[src/rtl/route_arb_xy.sv]
// Round-robin arbiter feeding a single XY-routing stage of a 2D mesh router.
// Optional macro ROUTE_ERR_EN adds destination range checking with an err pulse.
module route_arb_xy #(
  parameter int MESH_X = 4,
  parameter int MESH_Y = 2,
  parameter int NUM_IN = 5,
  parameter int AW     = 3
) (
  input  logic                 clk,
  input  logic                 rst,
  input  logic                 en,
  input  logic [AW-1:0]        router_add,
  input  logic [NUM_IN-1:0]    req_valid,
  input  logic [NUM_IN*AW-1:0] req_dst,
  output logic [NUM_IN-1:0]    req_ready,
  output logic                 out_valid,
  input  logic                 out_ready,
  output logic [2:0]           out_port,
  output logic [2:0]           out_src,
  output logic [AW-1:0]        out_dst,
  output logic                 err
);

  localparam logic [2:0]    PORT_LOCAL = 3'd0;
  localparam logic [2:0]    PORT_EAST  = 3'd1;
  localparam logic [2:0]    PORT_WEST  = 3'd2;
  localparam logic [2:0]    PORT_NORTH = 3'd3;
  localparam logic [2:0]    PORT_SOUTH = 3'd4;
  localparam logic [AW-1:0] MX_L       = AW'(MESH_X);
  localparam logic [2:0]    LAST_IDX   = 3'(NUM_IN - 1);

  // Dimension-ordered routing: resolve X completely before Y.
  function automatic logic [2:0] route_xy(input logic [AW-1:0] dst, input logic [AW-1:0] cur);
    logic [AW-1:0] dx;
    logic [AW-1:0] dy;
    logic [AW-1:0] cx;
    logic [AW-1:0] cy;
    dx = dst % MX_L;
    dy = dst / MX_L;
    cx = cur % MX_L;
    cy = cur / MX_L;
    if (dx > cx) begin
      route_xy = PORT_EAST;
    end else if (dx < cx) begin
      route_xy = PORT_WEST;
    end else if (dy > cy) begin
      route_xy = PORT_NORTH;
    end else if (dy < cy) begin
      route_xy = PORT_SOUTH;
    end else begin
      route_xy = PORT_LOCAL;
    end
  endfunction

  logic [2:0]    r_rr_ptr;
  logic          r_out_valid;
  logic [2:0]    r_out_port;
  logic [2:0]    r_out_src;
  logic [AW-1:0] r_out_dst;

  logic          w_found;
  logic [2:0]    w_gidx;
  logic          w_can_grant;
  logic          w_grant;
  logic [AW-1:0] w_gdst;
  logic [2:0]    w_next_ptr;
  logic [2:0]    w_route;
  logic          w_bad;

  // Rotating priority search starting at the round-robin pointer.
  always_comb begin
    logic [7:0] w_req8;
    logic [3:0] w_cand;
    w_req8  = 8'(req_valid);
    w_cand  = 4'd0;
    w_found = 1'b0;
    w_gidx  = r_rr_ptr;
    for (int k = 0; k < NUM_IN; k++) begin
      w_cand  = {1'b0, r_rr_ptr} + 4'(k);
      w_cand  = (w_cand >= 4'(NUM_IN)) ? (w_cand - 4'(NUM_IN)) : w_cand;
      w_gidx  = (!w_found && w_req8[w_cand[2:0]]) ? w_cand[2:0] : w_gidx;
      w_found = w_found | w_req8[w_cand[2:0]];
    end
  end

  assign w_can_grant = en & ~rst & (~r_out_valid | out_ready);
  assign w_grant     = w_can_grant & w_found;
  assign w_next_ptr  = (w_gidx == LAST_IDX) ? 3'd0 : (w_gidx + 3'd1);
  assign w_route     = route_xy(w_gdst, router_add);

  always_comb begin
    w_gdst = {AW{1'b0}};
    for (int i = 0; i < NUM_IN; i++) begin
      w_gdst = w_gdst | (req_dst[i*AW +: AW] & {AW{w_gidx == 3'(i)}});
    end
  end

  always_comb begin
    if (w_grant) begin
      req_ready = NUM_IN'(8'd1 << w_gidx);
    end else begin
      req_ready = {NUM_IN{1'b0}};
    end
  end

`ifdef ROUTE_ERR_EN
  localparam logic [AW:0] NODES = (AW+1)'(MESH_X * MESH_Y);
  logic r_err;

  assign w_bad = ({1'b0, w_gdst} >= NODES);
  assign err   = r_err;

  // A granted out-of-mesh request is consumed and reported instead of routed.
  always_ff @(posedge clk) begin
    if (rst) begin
      r_err <= 1'b0;
    end else begin
      r_err <= w_grant & w_bad;
    end
  end
`else
  assign w_bad = 1'b0;
  assign err   = 1'b0;
`endif

  // Output stage holds its result until accepted; a grant refills it in the same edge.
  always_ff @(posedge clk) begin
    if (rst) begin
      r_rr_ptr    <= 3'd0;
      r_out_valid <= 1'b0;
      r_out_port  <= 3'd0;
      r_out_src   <= 3'd0;
      r_out_dst   <= {AW{1'b0}};
    end else if (w_grant) begin
      r_rr_ptr    <= w_next_ptr;
      r_out_valid <= ~w_bad;
      if (!w_bad) begin
        r_out_port <= w_route;
        r_out_src  <= w_gidx;
        r_out_dst  <= w_gdst;
      end
    end else if (out_ready) begin
      r_out_valid <= 1'b0;
    end
  end

  assign out_valid = r_out_valid;
  assign out_port  = r_out_port;
  assign out_src   = r_out_src;
  assign out_dst   = r_out_dst;

endmodule

[config.mk]
export PLATFORM = sky130hd
export DESIGN_NAME = route_arb_xy
export DESIGN_NICKNAME = d
export VERILOG_FILES = /design/src/rtl/route_arb_xy.sv
export SDC_FILE = /design/constraint.sdc
export NUM_CORES = 1
export LEC_CHECK = 0
export CAP_MARGIN = 20
export CORE_MARGIN = 10
export CORE_UTILIZATION = 39
export CTS_CLUSTER_DIAMETER = 100
export CTS_CLUSTER_SIZE = 12
export DETAILED_ROUTE_END_ITERATION = 10
export GPL_TIMING_DRIVEN = 0
export PLACE_DENSITY_LB_ADDON = 0.15
export SLEW_MARGIN = 0
export SYNTH_ARGS = -nofsm -noshare
export SYNTH_HDL_FRONTEND = slang
export SYNTH_SLANG_ARGS = --single-unit
[constraint.sdc]
create_clock -name clk -period 8.8 [get_ports clk]
set_input_delay 1.76 -clock clk [delete_from_list [all_inputs] [get_ports clk]]
set_output_delay 1.76 -clock clk [all_outputs]
set_load 0.05 [all_outputs]
=== Word-level counts from Yosys, hierarchy flattened ===
Index checks and enable logic that the tools add are counted.

* Bitwise logic cells: 19
* $add $sub $neg: 10
* Magnitude comparators: 14
* Reductions and logical operators: 10
* Shifts and indexed selects: 1
* Equal/unequal tests: 4
* Mux-type cells: 28

{| class="wikitable"
|+ Operators with widths
! kind !! number
|-
| two-way mux 3 bit || 15
|-
| < comparator 3 x 4 -> 1 bit (second input constant) || 5
|-
| greater-or-equal comparator 4 x 3 -> 1 bit (second input constant) || 4
|-
| bitwise AND 3 bit || 5
|-
| binary-select mux 1 bit (select 3 bit) || 5
|-
| subtractor 3 bit (second input constant) || 5
|-
| bitwise OR 3 bit || 4
|-
| adder 3 x 2 -> 4 bit (second input constant) || 2
|-
| two-way mux 1 bit || 7
|-
| equality test 3 x 2 -> 1 bit (second input constant) || 2
|-
| two-way mux 5 bit || 1
|-
| bitwise OR 1 bit || 5
|-
| << shifter 1 x 3 -> 5 bit (first input constant) || 1
|-
| adder 3 x 1 -> 4 bit (second input constant) || 1
|-
| adder 3 x 3 -> 4 bit (second input constant) || 1
|-
| logical AND 1 bit || 4
|-
| zero test 1 bit || 4
|-
| adder 3 x 1 -> 3 bit (second input constant) || 1
|-
| bitwise AND 1 bit || 3
|-
| equality test 3 x 1 -> 1 bit (second input constant) || 1
|-
| equality test 3 bit (second input constant) || 1
|-
| greater-or-equal comparator 3 bit (second input constant) || 1
|-
| zero test 3 bit || 1
|-
| > comparator 2 bit || 1
|-
| other kinds (5) || 6
|}

* Register bits: 13
* Output and inout bits: 16
* Logic and storage cells: 91

=== Depth between registers and ports, before layout ===
* Depth in word-level cells: 22
* Gate-level depth with buffers: 28
* Gate-level depth less buffers: 24

=== Worst setup path after synthesis ===
No wires, ideal clock.

* Path type: input -> output
* Start: input req_valid[0]
* End: output req_ready[4]
* Data required time: 7.040 ns
* Path slack: 1.849 ns
* Cell stages on the path: 13
* Data arrival time: 5.191 ns
* Cell sequence: buf_1 -> mux4_2 -> mux2_2 -> and2_1 -> or2_4 -> o21bai_4 -> or2_4 -> o311ai_0 -> o22a_2 -> ha_1 -> clkbuf_1 -> nand4_1 -> nor2_1

* Cells in the longest elaborated chain, start to end: 10
* Elaborated cells on any way between the ends: 30

{| class="wikitable"
|+ Ends and longest elaborated chain
! what !! line !! RTL
|-
| from (decl) || 13 || <nowiki>input logic [NUM_IN-1:0] req_valid,</nowiki>
|-
| binary-select mux 1 bit (select 3 bit) || 81, 82 ||
|-
| two-way mux 1 bit (not written as such) || 81, 82 ||
|-
| zero test 1 bit / bitwise OR 1 bit (equally long branches) || 81, 82 ||
|-
| logical AND 1 bit (tied with other cells) || 81 || <nowiki>w_gidx = (!w_found && w_req8[w_cand[2:0]]) ? w_cand[2:0] : w_gidx;</nowiki>
|-
| two-way mux 3 bit (tied with other cells) (2 in a row) || 81 ||
|-
| two-way mux 3 bit / logical AND 1 bit (equally long branches) || 81 ||
|-
| two-way mux 3 bit || 81 ||
|-
| << shifter 1 x 3 -> 5 bit || 100 || <nowiki>req_ready = NUM_IN'(8'd1 << w_gidx);</nowiki>
|-
| two-way mux 5 bit * || 99 || <nowiki>if (w_grant) begin</nowiki>
|-
| to (decl) || 15 || <nowiki>output logic [NUM_IN-1:0] req_ready,</nowiki>
|}

Mark *: on every way between the ends. The rest lies on a longest branch, timed or not. The select of a mux whose other input is x is not followed.

=== Worst setup path after layout ===
* Start: input req_valid[3]
* End: output req_ready[4]

Same word-level chain as after synthesis.

==> summary.txt <==
Synthesis
  • Seq/Total Area, Yosys: 12.6%
  • Synth Cell Area: 2070 um^2
  • Distinct cells, synth: 78
  • Syn Area/Cell: 7.92 um^2
  • Syn_nets: 304
  • Area share of the largest cell type after synthesis: 12.6%
  • Top FF cell, synth: dfxtp_1
  • Synth warn: 0
  • #FFs+latches synth: 13
  • Post-synth EDFFs: 0
  • Synth Instances: 261
  • Cell taking the most area after synthesis: dfxtp_1
  • Synth area leaders: dfxtp_1 13%, ha_1 9.1%, o21ai_0 3.4%, mux4_2 3.3%, nand2_1 3.1%
  • Asr flop ratio synth: 0%

Pwr
  • Reg power frac: 7.5%
  • PD cells: 449 nW/um^2
  • Switch share: 55.5%
  • Cell Int Power: 0.517 mW
  • Max VDD drop: 0.186 mV
  • Clock group share of total power: 4.5%
  • Total chip power: 1.16 mW
  • Combinational Power Share: 88.0%
  • Switch Pwr: 0.645 mW
  • Pleak: 1.00 nW

Final layout
  • Filler instances: 547
  • Ant. Diodes: 0
  • Area Growth Syn to Fin: 25.3%
  • Layout cells sized above 1: 11.8%
  • NumNets Final: 348

Route
  • Post-route DRC: 0
  • Drt via density: 5.85
  • DRT antenna net count: 0
  • Routed wl met2: 2.91 mm
  • Drt total wl: 6.36 mm
  • First-pass DRT Iterations: 4
  • Detailed Route Iter0 Violations: 174
  • Top layer in use: met4
  • Routed length on met1: 3.04 mm
  • Vias: 2187
  • Met3 Routed Length: 333 um
  • DR WL/cell: 17.0 um

Die
  • Row count: 26
  • Placeable Area: 5140 um^2
  • Initial Utilization: 40.2%
  • IO Count: 43
  • Die Area: 8610 um^2
  • Die Ht: 92.8 um
  • Die Wd: 92.8 um

STA
  • Slew Viols, Final: 0
  • Setup violators final: 0
  • Worst Skew: 0.000811 ns
  • Endpoints failing hold: 0
  • Fin crit share: 92.5%
  • Setup TNS: 0 ns
  • Post-layout minimum cycle time: 8.14 ns
  • Slew margin rel.: 48.2%
  • Fmax: 123 MHz
  • RSZ-0062 raised after global routing: no
  • Slew @ Worst Pin: 0.768 ns

Critical path
  • Crit path buffers/inverters: 3
  • R2r setup slk: 2.81 ns
  • CP arrival: 6.38 ns
  • CP required: 7.04 ns
  • CP peak stage delay: 0.82 ns
  • Worst Setup Start Kind: input port
  • Delay-heaviest family, CP: buffers and inverters
  • Slowest stage cell on the critical path: clkdlybuf4s50_1
  • WS Path Type: in2out
  • Worst Path Max Fanout: 9
  • Worst path cell trace: clkdlybuf4s50_1 > mux4_2 > mux2_2 > and2_1 > or2_4 > o21bai_4 > or2_4 > o311ai_0 > o22a_2 > ha_1 > clkbuf_1 > nand4_1 > nor2_1 > clkdlybuf4s50_1
  • Crit. End Element: primary output

Global route
  • Gr usage total: 14.5%
  • Total grt overflow: 0
  • Vias in the first global route: 2128
  • Initial antenna violation count: 0
  • Largest net degree at the start of global routing: 12
  • First-pass GRT wire length: 10.5 mm

Clock tree
  • Clock H-tree levels: 1
  • Clock Tree Root: clkbuf_8
  • Clk pin slew, worst setup/hold paths: 0.05 ns
  • CTS max path bufs: 2
  • Post_cts resized: 0
  • Post-cts hold buffer count: 0
  • Clk_lat worst skew: 0.24 ns
  • Clock Sink Count: 13
  • Buffer count from post-CTS setup fixing: 0
  • CTS tree: built
  • CTS buffer count: 3

Place
  • Final HPWL from detailed placement: 5.12 mm
  • Port buffer count: 39
  • GPL Wtd Cong: 0.901

Hold path
  • Worst min path class: reg2reg

Job
  • Max Cap Viol: 0

Status
  • Status: finished, final reports clean
## cell usage after synthesis (5+ instances only)
cell / n
nor2_1: 13
o21ai_0: 14
a211oi_1: 5
nand2b_1: 10
a21oi_1: 10
nor2b_1: 5
inv_1: 14
nand4_1: 5
nand3_1: 12
ha_1: 15
nand2_1: 17
and3_1: 5
buf_4: 5
clkbuf_1: 5
mux2i_1: 6
a22oi_1: 7
dfxtp_1: 13
## worst register-to-register path: stages, from the launching register on
cell	delay, ns
dfxtp_1	0.34
buf_4	0.18
buf_4	0.18
inv_2	0.20
ha_1	0.21
inv_1	0.05
fa_1	0.34
clkbuf_1	0.20
o21ai_0	0.27
a21boi_0	0.35
o22ai_1	0.24
or2_2	0.33
clkbuf_1	0.17
or2_4	0.31
o311ai_0	0.41
o22a_2	0.29
inv_1	0.08
ha_1	0.19
ha_1	0.27
a22o_1	0.22
a221oi_1	0.42
nand2_1	0.10
a31oi_1	0.24
a2111oi_0	0.10
o21a_1	0.21
## final timing paths
| kind | start | to | cells after the start |
|---|---|---|---|
| worst max-delay path | req_valid[3] | req_ready[4] | 14 |
| worst max register to register | r_rr_ptr[0]$_SDFFE_PP0P_ | out_port[0]$_SDFFE_PP0P_ | 24 |
| worst min register to register | out_dst[0]$_SDFFE_PP0P_ | out_dst[0]$_SDFFE_PP0P_ | 2 |
| worst min-delay path | out_dst[0]$_SDFFE_PP0P_ | out_dst[0]$_SDFFE_PP0P_ | 2 |
## layout by cell type (no fill, tap or decap), drive strengths merged, types with 3 or more instances in the layout
cell | netlist | routed
dfxtp | 13 | 13
mux2i | 6 | 6
inv | 15 | 15
nor2 | 13 | 13
and3 | 5 | 5
a211oi | 6 | 6
a311oi | 3 | 3
a31oi | 4 | 4
a41o | 4 | 4
clkbuf | 5 | 9
a21oi | 11 | 11
nand2b | 10 | 10
o21ai | 16 | 16
a22oi | 7 | 7
nor3b | 3 | 3
and2 | 3 | 3
buf | 11 | 11
nor2b | 5 | 5
clkdlybuf4s50 | 0 | 39
mux4 | 3 | 3
nor3 | 4 | 4
or2 | 5 | 5
nand3 | 12 | 12
nand4 | 5 | 5
a211o | 3 | 3
ha | 15 | 15
o31ai | 4 | 4
o22ai | 4 | 4
nand2 | 17 | 17
## metal layers
| layer | vias up | global-route usage (%) |
|---|---|---|
| met3 | 8 | 2.74 |
| met1 | 1023 | 19.6 |
| met4 | 0 | 3.98 |
| li1 | 1100 | - |
| met5 | - | 0 |
| met2 | 56 | 23.0 |
## kinds of logic after synthesis
group | synth area share [%]
AO/OA/AOI/OAI | 36.5
AND/OR/NAND/NOR | 24.8
buffers and inverters | 7.75
adder cells (fa/ha/maj) | 10.0
flip-flops | 12.6
multiplexers | 7.26
XOR/XNOR | 0.848
other | 0.181
## through the flow
stage / setup WS, ns / utilization (%) / cells / hold WS (ns) / instance area, um^2
after floorplan: 1.85 / - / 261 / 0.665 / 2070
after global placement: 0.645 / 49.5 / 370 / 0.451 / 2540
after detailed placement: 0.657 / 49.5 / 370 / 0.457 / 2540
after CTS: 0.646 / 50.4 / 374 / 0.469 / 2590
after global routing: 0.367 / 50.4 / 374 / 0.482 / 2590
final: 0.662 / 50.4 / 374 / 0.465 / 2590
## power by group through the flow
stage	Sequential [mW]	Clock, mW	Combinational [mW]
after floorplan	0.129	0	0.733
after global placement	0.0886	0	1.01
after detailed placement	0.0885	0	1.02
after CTS	0.0879	0.0540	1.02
after global routing	0.0902	0.0577	1.14
final	0.0876	0.0524	1.02
## layout make-up
cell class	instances	area (um^2)	area share, %
plain buffers	16	104	4.01
inverters	15	56.3	2.17
multi-input cells	217	1650	63.6
repair buffers	39	390	15.1
clock buffers	4	45.0	1.74
flip-flops and latches	13	260	10.0
well taps	70	87.6	3.38
## registers in the layout (all words and copies together) (netlist names)
| signal | flops |
|---|---|
| out_dst | 3 |
| out_port | 3 |
| out_src | 3 |
| r_rr_ptr | 3 |
| out_valid | 1 |
Power figures use the tool's default switching activity.
